===== config.mk =====
export PLATFORM = sky130hd
export DESIGN_NAME = crc16_tx_seq
export DESIGN_NICKNAME = d
export VERILOG_FILES = /design/src/rtl/crc16_tx_seq.sv
export SDC_FILE = /design/constraint.sdc
export NUM_CORES = 1
export LEC_CHECK = 0
export ABC_AREA = 0
export CORE_MARGIN = 3
export CORE_UTILIZATION = 54
export CTS_CLUSTER_SIZE = 10
export DETAILED_ROUTE_END_ITERATION = 8
export GPL_TIMING_DRIVEN = 0
export PLACE_DENSITY = 0.84
export SLEW_MARGIN = 20
export SYNTH_ARGS = -nofsm -noshare
export SYNTH_HDL_FRONTEND = slang
export SYNTH_SLANG_ARGS = --single-unit

===== constraint.sdc =====
create_clock -name clk -period 2.55 [get_ports clk]
set_input_delay 0.51 -clock clk [delete_from_list [all_inputs] [get_ports clk]]
set_output_delay 0.51 -clock clk [all_outputs]
set_load 0.1 [all_outputs]

===== src/rtl/crc16_tx_seq.sv =====
// Reply bit sequencer: streams the payload to the modulator while feeding an external CRC16 engine,
// then streams the engine's 16 CRC bits MSB first. Define CRC16_SEQ_DUMMY1_EN to append the trailing dummy-1.
module crc16_tx_seq #(
  parameter int unsigned MAXBITS = 128,
  parameter int unsigned LENW    = 8
) (
  input  logic            clk,
  input  logic            reset_n,
  input  logic            start,
  input  logic            abort,
  input  logic [LENW-1:0] payload_len,
  input  logic            use_crc,
  input  logic            data_bit,
  output logic            data_adv,
  input  logic            tx_ready,
  output logic            tx_valid,
  output logic            tx_bit,
  output logic            tx_last,
  output logic            crc_clr,
  output logic            crc_in_en,
  output logic            crc_bit_in,
  output logic            crc_out_en,
  input  logic            crc_bit,
  output logic            busy,
  output logic            done
);

  localparam int unsigned     CNTW     = 4;
  localparam logic [LENW-1:0] MAX_LEN  = LENW'(MAXBITS);
  localparam logic [LENW-1:0] LEN_ONE  = LENW'(1);
  localparam logic [CNTW-1:0] CRC_LAST = CNTW'(15);

  typedef enum logic [2:0] {
    ST_IDLE,
    ST_CLEAR,
    ST_DATA,
    ST_CRC,
    ST_DUMMY,
    ST_FINISH
  } state_t;

  // Tail of the reply: either the dummy-1 bit or straight to completion.
`ifdef CRC16_SEQ_DUMMY1_EN
  localparam state_t ST_TAIL     = ST_DUMMY;
  localparam logic   LAST_ON_BIT = 1'b0;
`else
  localparam state_t ST_TAIL     = ST_FINISH;
  localparam logic   LAST_ON_BIT = 1'b1;
`endif

  state_t          state_q, state_d;
  logic [LENW-1:0] len_q, len_d;
  logic            use_crc_q, use_crc_d;
  logic [CNTW-1:0] crccnt_q, crccnt_d;
  logic [LENW-1:0] len_clamped;

  assign len_clamped = (payload_len > MAX_LEN) ? MAX_LEN : payload_len;

  always_ff @(posedge clk or negedge reset_n) begin
    if (!reset_n) begin
      state_q   <= ST_IDLE;
      len_q     <= '0;
      use_crc_q <= 1'b0;
      crccnt_q  <= '0;
    end else begin
      state_q   <= state_d;
      len_q     <= len_d;
      use_crc_q <= use_crc_d;
      crccnt_q  <= crccnt_d;
    end
  end

  // Next state and outputs; engine strobes fire in the transfer cycle itself.
  always_comb begin
    state_d    = state_q;
    len_d      = len_q;
    use_crc_d  = use_crc_q;
    crccnt_d   = crccnt_q;
    data_adv   = 1'b0;
    tx_valid   = 1'b0;
    tx_bit     = 1'b0;
    tx_last    = 1'b0;
    crc_clr    = 1'b0;
    crc_in_en  = 1'b0;
    crc_bit_in = 1'b0;
    crc_out_en = 1'b0;
    done       = 1'b0;
    busy       = (state_q != ST_IDLE);

    case (state_q)
      ST_IDLE: begin
        if (start) begin
          len_d     = len_clamped;
          use_crc_d = use_crc;
          crccnt_d  = '0;
          state_d   = ST_CLEAR;
        end
      end

      ST_CLEAR: begin
        crc_clr = 1'b1;
        if (len_q != '0)    state_d = ST_DATA;
        else if (use_crc_q) state_d = ST_CRC;
        else                state_d = ST_TAIL;
      end

      ST_DATA: begin
        tx_valid = 1'b1;
        tx_bit   = data_bit;
        tx_last  = LAST_ON_BIT && !use_crc_q && (len_q == LEN_ONE);
        if (tx_ready) begin
          data_adv   = 1'b1;
          crc_in_en  = use_crc_q;
          crc_bit_in = use_crc_q && data_bit;
          len_d      = len_q - LEN_ONE;
          if (len_q == LEN_ONE) state_d = use_crc_q ? ST_CRC : ST_TAIL;
        end
      end

      ST_CRC: begin
        tx_valid = 1'b1;
        tx_bit   = crc_bit;
        tx_last  = LAST_ON_BIT && (crccnt_q == CRC_LAST);
        if (tx_ready) begin
          crc_out_en = 1'b1;
          if (crccnt_q == CRC_LAST) state_d  = ST_TAIL;
          else                      crccnt_d = crccnt_q + CNTW'(1);
        end
      end

      ST_DUMMY: begin
        tx_valid = 1'b1;
        tx_bit   = 1'b1;
        tx_last  = 1'b1;
        if (tx_ready) state_d = ST_FINISH;
      end

      ST_FINISH: begin
        done    = !abort;
        state_d = ST_IDLE;
      end

      default: state_d = ST_IDLE;
    endcase

    if (abort && (state_q != ST_IDLE)) state_d = ST_IDLE;
  end

endmodule


Word-level counts from Yosys, hierarchy flattened. Index checks and enable logic that the tools add are counted.

Flip-flop bits (word level): 16. Input port bits: 16. Output and inout bits: 10. Word-level logic and storage cells: 69.

Add/subtract/negate cells: 2. $lt $le $gt $ge: 1. Equality and inequality tests: 17. Muxes and demuxes: 30. Reduce and logical (&&, ||, !) cells: 15.

Operator list (count): $mux 3 (9); $mux 8 (3); $ne 3x3->1 const B (6); $pmux 8 s2 (1); $pmux 3 s5 (1); $mux 4 (3); $mux 1 (10); $eq 8x1->1 const B (1); $gt 8x8->1 const B (1); $ne 2x2->1 const B (4); $pmux 4 s2 (1); $reduce_bool 8->1 (1); $sub 8x1->8 const B (1); $eq 3x2->1 const B (2); $eq 3x3->1 const B (2); $pmux 1 s3 (2); $reduce_and 6->1 (1); $add 4x1->4 const B (1); $eq 4x4->1 const B (1); $reduce_and 4->1 (1); $reduce_bool 2->1 (2); $eq 3x1->1 const B (1); $logic_and 1x1->1 (3); $logic_not 3->1 (1); 5 further kinds (6).

Depth between registers and ports, before layout. Gate-level depths: netlist of run 1.

Word-level depth: 5. Gate-level depth with buffers: 7. Depth with buffers taken out: 5.

Worst setup path before layout of run 1. No wires, ideal clock.

Path kind: register -> output. Start: register state_q[0]. End: output port done. Data arrival time: 3867 ps. Data required time: 2040 ps. Setup slack: -1827 ps. Cell stages (with the launch flop): 4. Path buffers: 2. Cells stage by stage: dfrtp_1 -> buf_6 -> clkbuf_1 -> nor4b_1.

Word-level cells in the longest chain between the ends: 2.

RTL lines: from (decl) (line 51) `state_t state_q, state_d;`; from (signal assigned) (line 66) `state_q <= state_d;`; $eq 3x3->1 (line 90) `case (state_q)`; $mux 1 (line 90); to (decl) (line 25) `output logic done`.

No other way between the ends.

Final worst setup path of run 1.
Start: register state_q[1]. End: output port tx_valid.

Word-level cells in the longest chain between the ends: 3. Elaborated cells between the ends (all ways): 5. Classes of those cells: 3 x eq/ne; 1 x mux; 1 x reduce/logical.

RTL lines: $eq 3x3->1 or $eq 3x2->1 (tied branches) (line 90); $reduce_or 3->1 (no source line) (*); $mux 1 (*) (line 90); to (decl) (line 16) `output logic tx_valid,`.

Mark *: on every way between the ends. The rest lies on a longest branch, timed or not.

==> run_results.csv, run 1 <==
group,metric,value,unit
run_status,status,"completed",
grt,grt_max_degree,17,
sta,hold_viol,0,
die,die_w,52.84,um
final_layout,layout-drive-gt1-share,21.76,%
drt,wl,3043,um
final_layout,final_cells,197,
sta,rsz0062_at_grt,"false",
final_layout,area_growth,28.19,%
placed_design,gp_congestion,0.8564,
hold_path,worstHoldEndpoint,"crccnt_q[2]$_DFFE_PN0P_",
die,rows,16,
yosys,netlist_instances,141,
drt,drc_errors,0,
pwr,powerDensity,1058,nW/um2
die,start_util,58.60,%
pwr,peakVddDrop,0.6144,mV
final_layout,fin_nets,192,
sta,min_period,2.480,ns
worst_setup_path,cp.required,2.04,ns
yosys,synth_top_family_by_area,"compound AO/OA/AOI/OAI gates",
clocking,root_buffer,"clkbuf_4",
yosys,synth_cell_types,44,
drt,antenna_left,0,
sta,worst_slew_pin_slew,0.9487,ns
yosys,yosys.area.top_type_share,33.79,%
worst_setup_path,worstReg2RegEnd,"crccnt_q[2]$_DFFE_PN0P_",
drt,vias_per_cell,6.239,
yosys,synth_seq_area_share,33.79,%
worst_setup_path,rrSetupSlack,0.71,ns
grt,use_met2,40.08,%
placed_design,place_inst,192,
worst_setup_path,crit_arrival,1.97,ns
grt,grt_pass1_wl,5016,um
drt,vias,1229,
die,io_pins,26,
final_layout,layout_common_cells,"18 x o21ai_0, 16 x dfrtp_1, 14 x clkdlybuf4s50_1",
hold_path,min_from,"crccnt_q[2]$_DFFE_PN0P_",
yosys,synth.cell_area,1185,um2
yosys,synthSimpleGateAreaFrac,24.71,%
clocking,numCtsBuffers,3,
worst_setup_path,r2r_cells,5,
sta,tns,0,ns
grt,grt_pass1_vias,1191,
clocking,hold_buffers,0,
grt,busiest_layer,"met2",
yosys,synth_edf_count,0,
clocking,cts_sinks,16,
sta,fin_worst_skew,0.001571,ns
yosys,yosysWarningCount,0,
worst_setup_path,start_kind,"flip-flop",
worst_setup_path,worstSetupEndpointType,"primary output",
yosys,synth.avg_cell_area,8.403,um2
clocking,htreeDepth,1,
yosys,async_flop_share,100.0,%
worst_setup_path,rr_startpoint,"state_q[2]$_DFFE_PN0P_",
sta,setup_viol,0,
grt,grt.total_usage,24.30,%
pwr,power,1.607,mW
final_layout,final_common_cell,"o21ai_0",
yosys,synth-compound-area-share,27.46,%
die,die_h,52.84,um
grt,use_met1,30.65,%
die,core,2022,um2
drt,wl_per_cell,15.45,um
clocking,cts.reportedPaths.clkPinSlew,0.09,ns
placed_design,dpl.hpwl,2223,um
drt,drt-pass1-iter-count,4,
grt,grt_util_met3,4.558,%
sta,finalMaxSlewViolations,0,
drt,drtIter0Drc,44,
clocking,clock_path_buffers,2,
sta,relSlewSlack,37.00,%
yosys,synthTopCellsByArea,"dfrtp_1 34%, o21ai_0 8.4%, a31oi_1 4.8%",
yosys,synth_flop_cell,"dfrtp_1",
worst_setup_path,crit_type,"flip-flop to primary output",
grt,antenna_found_initial,0,
final_layout,diodes,0,
sta,hold_ws,0.5380,ns
grt,gr-total-overflow,0,
yosys,syn-num-nets,161,
hold_path,hold_class,"flip-flop to flip-flop",
flow_run,maxCapViolCount,0,
pwr,p_leak,0.6350,nW
yosys,synth_adder_area_share,4.224,%
sta,fmax,403.2,MHz
yosys,synth-xor-area-share,0.7392,%
yosys,synth_top_area_cell,"dfrtp_1",
clocking,cts_tree,"yes",
yosys,ys_seq_elements,16,
clocking,clock_latency,0.28,ns
worst_setup_path,cp_max_fo,6,
die,die-area,2792,um2
sta,period_share,97.26,%
hold_path,holdPathStages,1,
yosys,synthMuxAreaShare,2.640,%
placed_design,port_buffers,24,
## per-layer routing
metal	vias to the layer above	wire length [um]
li1	592	-
met1	584	1337
met2	44	1469
met3	9	191
met4	0	45
met5	-	0
## cell type report
cell class | instances | area, um2
repair buffers | 26 | 241.5
multi-input cells | 110 | 742.0
inverters | 7 | 26.28
clock buffers | 3 | 22.52
flip-flops and latches | 16 | 400.4
plain buffers | 8 | 52.55
fillers | 155 | 503.0
well taps | 27 | 33.78
## logic make-up (layout without fill, tap and decap cells)
kind of cell,after synthesis,count (layout)
DFF,16,16
AOI/OAI and AO/OA,52,52
buffers and inverters,15,44
adders and majority gates,4,4
xor gates and xnor gates,1,1
and+or+nand+nor,50,50
muxes,3,3
## critical path, stage by stage, from the launching register on
cell and delay, ns:
dfrtp_1 0.48, or3b_2 0.57, nand2_1 0.10, clkdlybuf4s18_2 0.54
## through the flow
step                      utilization [%]  setup WS [ns]  instance area [um2]
after floorplan                         -        -0.4158                 1210
after global placement              73.39        -0.5930                 1484
after detailed placement            73.39        -0.6107                 1484
after CTS                           74.88        0.04768                 1514
after global routing                75.12       0.002679                 1519
final                               75.12        0.06985                 1519
## cells in the mapped netlist, types with 2 or more instances
| cell type | number |
|---|---|
| nor4b_1 | 2 |
| and4_1 | 2 |
| or3b_2 | 2 |
| nor3_1 | 3 |
| nand2_1 | 5 |
| a21oi_1 | 7 |
| clkbuf_1 | 2 |
| nor2_1 | 14 |
| or3_1 | 3 |
| and3_1 | 2 |
| dfrtp_1 | 16 |
| o2bb2ai_1 | 2 |
| buf_6 | 2 |
| inv_1 | 7 |
| ha_1 | 4 |
| a31oi_1 | 9 |
| o22ai_1 | 2 |
| buf_2 | 4 |
| nand3_1 | 4 |
| mux2i_1 | 2 |
| nor2b_1 | 3 |
| nand2b_1 | 3 |
| o21ai_0 | 20 |
## registers in the layout (all words and copies together), names as in the netlist
name       cells
crccnt_q       4
use_crc_q      1
state_q        3
len_q          8
## report_power, final
part	internal (mW)	switching [mW]
clock	0.0548	0.0791
sequential	0.335	0.0933
combinational	0.351	0.694
## worst max path at each step
stage / endpoint / from / cells after the start
after floorplan: done / state_q[0]$_DFFE_PN0P_ / 3
after global placement: crc_bit_in / state_q[1]$_DFFE_PN0P_ / 5
after detailed placement: crc_bit_in / state_q[1]$_DFFE_PN0P_ / 5
after CTS: crc_bit_in / state_q[1]$_DFFE_PN0P_ / 5
after global routing: tx_bit / state_q[0]$_DFFE_PN0P_ / 5
final: tx_valid / state_q[1]$_DFFE_PN0P_ / 3
## what timing repair did
item	in CTS	in global routing
endpoints found under the setup margin	10	7
resized for setup	44	9
buffers inserted	0	2
Power figures use the tool's default switching activity.
==> inputs of run 2 (changes only) <==
Settings changed: CORE_ASPECT_RATIO set to 1.2.
==> run_results.csv, run 2 (same netlist as run 1, synthesis figures left out) <==
group,metric,value,unit
worst_setup_path,cp_max_fo,8,
final_layout,diodes,0,
worst_setup_path,cp.required,2.04,ns
clocking,clock_path_buffers,2,
die,core,1957,um2
pwr,p_leak,0.6386,nW
sta,fmax,404.4,MHz
grt,use_met1,27.59,%
placed_design,port_buffers,24,
pwr,p_int,765.8,uW
final_layout,top_register,"len_q",
worst_setup_path,worstSetupEndpointType,"primary output",
grt,grt_util_met3,4.178,%
worst_setup_path,worstReg2RegEnd,"crccnt_q[2]$_DFFE_PN0P_",
pwr,p_switching,877.5,uW
hold_path,min_from,"crccnt_q[2]$_DFFE_PN0P_",
drt,vias,1214,
pwr,combPwrFrac,63.3,%
die,die_h,57.32,um
grt,use_met2,46.60,%
grt,busiest_layer,"met2",
run_status,status,"completed",
final_layout,final_cells,198,
grt,gr-total-overflow,0,
final_layout,largest_register_ff_count,8,
die,io_pins,26,
drt,wl_per_cell,15.13,um
hold_path,hold_class,"flip-flop to flip-flop",
pwr,powerDensity,1082,nW/um2
drt,drc_errors,0,
sta,relSlewSlack,36.87,%
grt,grt_max_degree,17,
sta,finalMaxSlewViolations,0,
final_layout,final_cell_area,1519,um2
clocking,htreeDepth,1,
drt,wl,2996,um
sta,hold_viol,0,
drt,drtIter0Drc,43,
pwr,power,1.643,mW
die,die_w,48.76,um
worst_setup_path,rr_startpoint,"state_q[2]$_DFFE_PN0P_",
worst_setup_path,start_kind,"flip-flop",
flow_run,maxCapViolCount,0,
grt,antenna_found_initial,0,
drt,antenna_left,0,
worst_setup_path,r2r_cells,5,
sta,fin_worst_skew,0.007381,ns
sta,worst_slew_pin_slew,0.9507,ns
final_layout,area_growth,28.19,%
sta,rsz0062_at_grt,"false",
placed_design,place_inst,193,
final_layout,layout_common_cells,"18 x o21ai_0, 16 x dfrtp_1, 14 x clkdlybuf4s50_1",
hold_path,worstHoldEndpoint,"crccnt_q[2]$_DFFE_PN0P_",
final_layout,layout-drive-gt1-share,21.76,%
pwr,switching_share,53.40,%
die,start_util,60.55,%
placed_design,dpl.hpwl,2289,um
grt,grt_pass1_vias,1243,
drt,vias_per_cell,6.131,
sta,min_period,2.473,ns
final_layout,reg_top3,"len_q: 8 flops, crccnt_q: 4 flops, state_q: 3 flops",
clocking,root_buffer,"clkbuf_4",
pwr,seqPwrFrac,26.4,%
clocking,cts.reportedPaths.clkPinSlew,0.10,ns
clocking,numCtsBuffers,3,
grt,grt.total_usage,24.57,%
clocking,cts_sinks,16,
sta,period_share,96.98,%
final_layout,final_common_cell,"o21ai_0",
pwr,p_clk_share,10.4,%
clocking,clock_latency,0.29,ns
worst_setup_path,rrSetupSlack,0.72,ns
clocking,cts_tree,"yes",
grt,grt_pass1_wl,5478,um
worst_setup_path,crit_arrival,1.96,ns
die,rows,17,
placed_design,gp_congestion,0.8187,
drt,drt-pass1-iter-count,4,
sta,setup_viol,0,
pwr,peakVddDrop,0.7022,mV
hold_path,holdPathStages,1,
placed_design,place_area,1485,um2
worst_setup_path,crit_type,"flip-flop to primary output",
die,die-area,2795,um2
final_layout,fin_nets,191,
run 2: routing by layer:
layer  share of wire, %  vias up
met5                  0        -
met4                1.6        0
met3                5.8        6
met2                 52       50
met1                 41      567
li1                   -      591
run 2: worst max-delay path by stage:
| stage | depth (start not counted) | endpoint | slack [ns] | startpoint |
|---|---|---|---|---|
| global placement | 5 | crc_bit_in | -0.58 | state_q[1]$_DFFE_PN0P_ |
| CTS | 5 | crc_bit_in | -0.08 | state_q[1]$_DFFE_PN0P_ |
| detailed placement | 5 | crc_bit_in | -0.61 | state_q[1]$_DFFE_PN0P_ |
| global route | 3 | tx_valid | 0.02 | state_q[1]$_DFFE_PN0P_ |
| finish | 4 | tx_valid | 0.08 | state_q[0]$_DFFE_PN0P_ |
| floorplan | 3 | done | -0.42 | state_q[0]$_DFFE_PN0P_ |
run 2: power by group through the flow:
stage	clock [mW]	combinational (mW)	sequential, mW
2_1_floorplan	0	0.818	0.398
5_1_grt	0.191	1.13	0.449
3_3_place_gp	0	1.01	0.418
6_report	0.170	1.04	0.433
4_1_cts	0.171	1.03	0.419
3_5_place_dp	0	1.04	0.420
run 2: area by class of cell:
cell class | instances | area, um2
inverters | 7 | 26.28
flip-flops and latches | 16 | 400.4
plain buffers | 8 | 50.05
multi-input cells | 110 | 750.7
repair buffers | 25 | 220.2
clock buffers | 4 | 36.28
well taps | 28 | 35.03
fillers | 147 | 437.9
run 2: stage by stage:
step	TNS, ns	hold slack [ns]	utilization (%)	setup slack [ns]
2_1_floorplan	-0.4158	0.2144	-	-0.4158
3_3_place_gp	-3.046	0.4889	75.90	-0.5773
3_5_place_dp	-3.256	0.5114	75.90	-0.6087
4_1_cts	-0.08305	0.5340	77.69	-0.08305
5_1_grt	0	0.5652	77.62	0.01505
6_report	0	0.5311	77.62	0.07707
run 2: worst max-delay path, stage by stage, from the launching register on:
cell	delay (ns)
dfrtp_1	0.38
buf_6	0.13
or3b_2	0.52
nand2_1	0.10
clkdlybuf4s18_2	0.54
run 2: what timing repair did:
item	CTS	global route
setup buffers	0	1
hold buffers	0	0
endpoints found under the setup margin	10	9
endpoints found under the hold margin	0	0
gates resized for setup	41	13
cloned	0	0
==> inputs of run 3 (changes only) <==
Settings changed: GPL_TIMING_DRIVEN 0 to unset.
==> run_results.csv, run 3 (same netlist as run 1, synthesis figures left out) <==
group,metric,value,unit
sta,finalMaxSlewViolations,0,
placed_design,pre_cts_ws,0.2886,ns
final_layout,final_cell_area,1607,um2
pwr,peakVddDrop,0.9694,mV
final_layout,largest_register_ff_count,8,
placed_design,dpl.hpwl,2388,um
pwr,combPwrFrac,66.3,%
sta,period_share,95.04,%
placed_design,place_inst,192,
sta,rsz0062_at_grt,"false",
clocking,cts_setup_buffers,0,
sta,hold_viol,0,
worst_setup_path,crit_type,"flip-flop to primary output",
grt,grt_max_degree,17,
pwr,switching_share,51.95,%
placed_design,gp_congestion,0.8317,
final_layout,layout-drive-gt1-share,20.96,%
die,die_h,57.32,um
final_layout,layout_common_cells,"18 x o21ai_0, 16 x dfrtp_1, 15 x clkdlybuf4s50_1",
die,die-area,2795,um2
pwr,seqPwrFrac,25.8,%
sta,worst_slack,0.1264,ns
sta,tns,0,ns
pwr,p_int,811.0,uW
grt,grt_pass1_vias,1179,
placed_design,port_buffers,25,
pwr,p_leak,0.6565,nW
run_status,status,"completed",
flow_run,maxCapViolCount,0,
sta,relSlewSlack,49.92,%
worst_setup_path,rrSetupSlack,0.71,ns
sta,fin_worst_skew,0.002913,ns
die,rows,17,
die,die_w,48.76,um
drt,drc_errors,0,
grt,antenna_found_initial,0,
clocking,numCtsBuffers,3,
sta,fmax,412.6,MHz
drt,drtIter0Drc,38,
clocking,clock_latency,0.29,ns
clocking,root_buffer,"clkbuf_4",
grt,grt_pass1_wl,5340,um
final_layout,final_common_cell,"o21ai_0",
clocking,cts_sinks,16,
clocking,htreeDepth,1,
drt,antenna_left,0,
drt,drt-pass1-iter-count,5,
pwr,p_clk_share,7.9,%
final_layout,final_cells,195,
grt,grt.total_usage,24.45,%
die,start_util,60.55,%
sta,worst_slew_pin_slew,0.7489,ns
clocking,cts_tree,"yes",
drt,vias,1215,
final_layout,top_register,"len_q",
worst_setup_path,start_kind,"flip-flop",
drt,wl,3035,um
pwr,power,1.688,mW
die,io_pins,26,
worst_setup_path,cp.required,2.04,ns
worst_setup_path,cp_max_fo,3,
pwr,powerDensity,1050,nW/um2
final_layout,diodes,0,
pwr,p_switching,876.7,uW
final_layout,fin_nets,189,
drt,vias_per_cell,6.231,
die,core,1957,um2
sta,min_period,2.424,ns
final_layout,area_growth,35.59,%
hold_path,hold_class,"flip-flop to flip-flop",
grt,gr-total-overflow,0,
clocking,cts.reportedPaths.clkPinSlew,0.09,ns
worst_setup_path,crit_arrival,1.91,ns
worst_setup_path,worstSetupEndpointType,"primary output",
final_layout,reg_top3,"len_q: 8 flops, crccnt_q: 4 flops, state_q: 3 flops",
drt,wl_per_cell,15.56,um
clocking,clock_path_buffers,2,
placed_design,place_area,1578,um2
sta,setup_viol,0,
## run 3: cell type report
cell class                      instances  area [um2]
Inverter                                7       26.28
Sequential cell                        16       400.4
Clock buffer                            3       22.52
Timing Repair Buffer                   31       382.9
Tap cell                               28       35.03
Multi-Input combinational cell        110       739.5
Fill cell                             125       350.3
## run 3: power groups by stage
stage | logic [mW] | clock network [mW] | registers, mW
global placement | 1.09 | 0 | 0.424
floorplan | 0.818 | 0 | 0.398
global route | 1.21 | 0.148 | 0.446
detailed placement | 1.11 | 0 | 0.432
CTS | 1.11 | 0.137 | 0.427
finish | 1.12 | 0.133 | 0.435
## run 3: routing by layer
| layer | GRT usage [%] | vias up | routed length (um) |
|---|---|---|---|
| met3 | 3.655 | 11 | 199 |
| met2 | 45.05 | 57 | 1589 |
| met5 | 0 | - | 0 |
| li1 | - | 581 | - |
| met1 | 27.06 | 566 | 1163 |
| met4 | 12.60 | 0 | 83 |
## run 3: repair_timing
item / 4_1_cts / 5_1_grt
endpoints found under the setup margin: 0 / 1
resized for setup: 0 / 1
hold buffers: 0 / 0
## run 3: worst max-delay path, cell delays in order, from the launching register on
cell and delay (ns):
dfrtp_1 0.42, nor4_2 0.39, nand3_1 0.17, o31a_1 0.27, o21ai_2 0.17, buf_12 0.20
## run 3: final timing paths
check	to	startpoint	cells past startpoint
setup reg to reg	len_q[7]$_DFFE_PN0P_	state_q[2]$_DFFE_PN0P_	4
hold / removal	crccnt_q[2]$_DFFE_PN0P_	crccnt_q[2]$_DFFE_PN0P_	1
hold reg to reg	crccnt_q[2]$_DFFE_PN0P_	crccnt_q[2]$_DFFE_PN0P_	1
min in group asynchronous	use_crc_q$_DFFE_PN0P_	reset_n	1
max in group asynchronous	crccnt_q[1]$_DFFE_PN0P_	reset_n	1
setup / recovery	tx_last	len_q[7]$_DFFE_PN0P_	5
## run 3: stage by stage
stage / utilization, % / hold slack, ns
4_1_cts: 81.78 / 0.5207
6_report: 82.10 / 0.5281
5_1_grt: 82.10 / 0.5549
3_3_place_gp: 80.63 / 0.4874
2_1_floorplan: - / 0.2144
3_5_place_dp: 80.63 / 0.5068
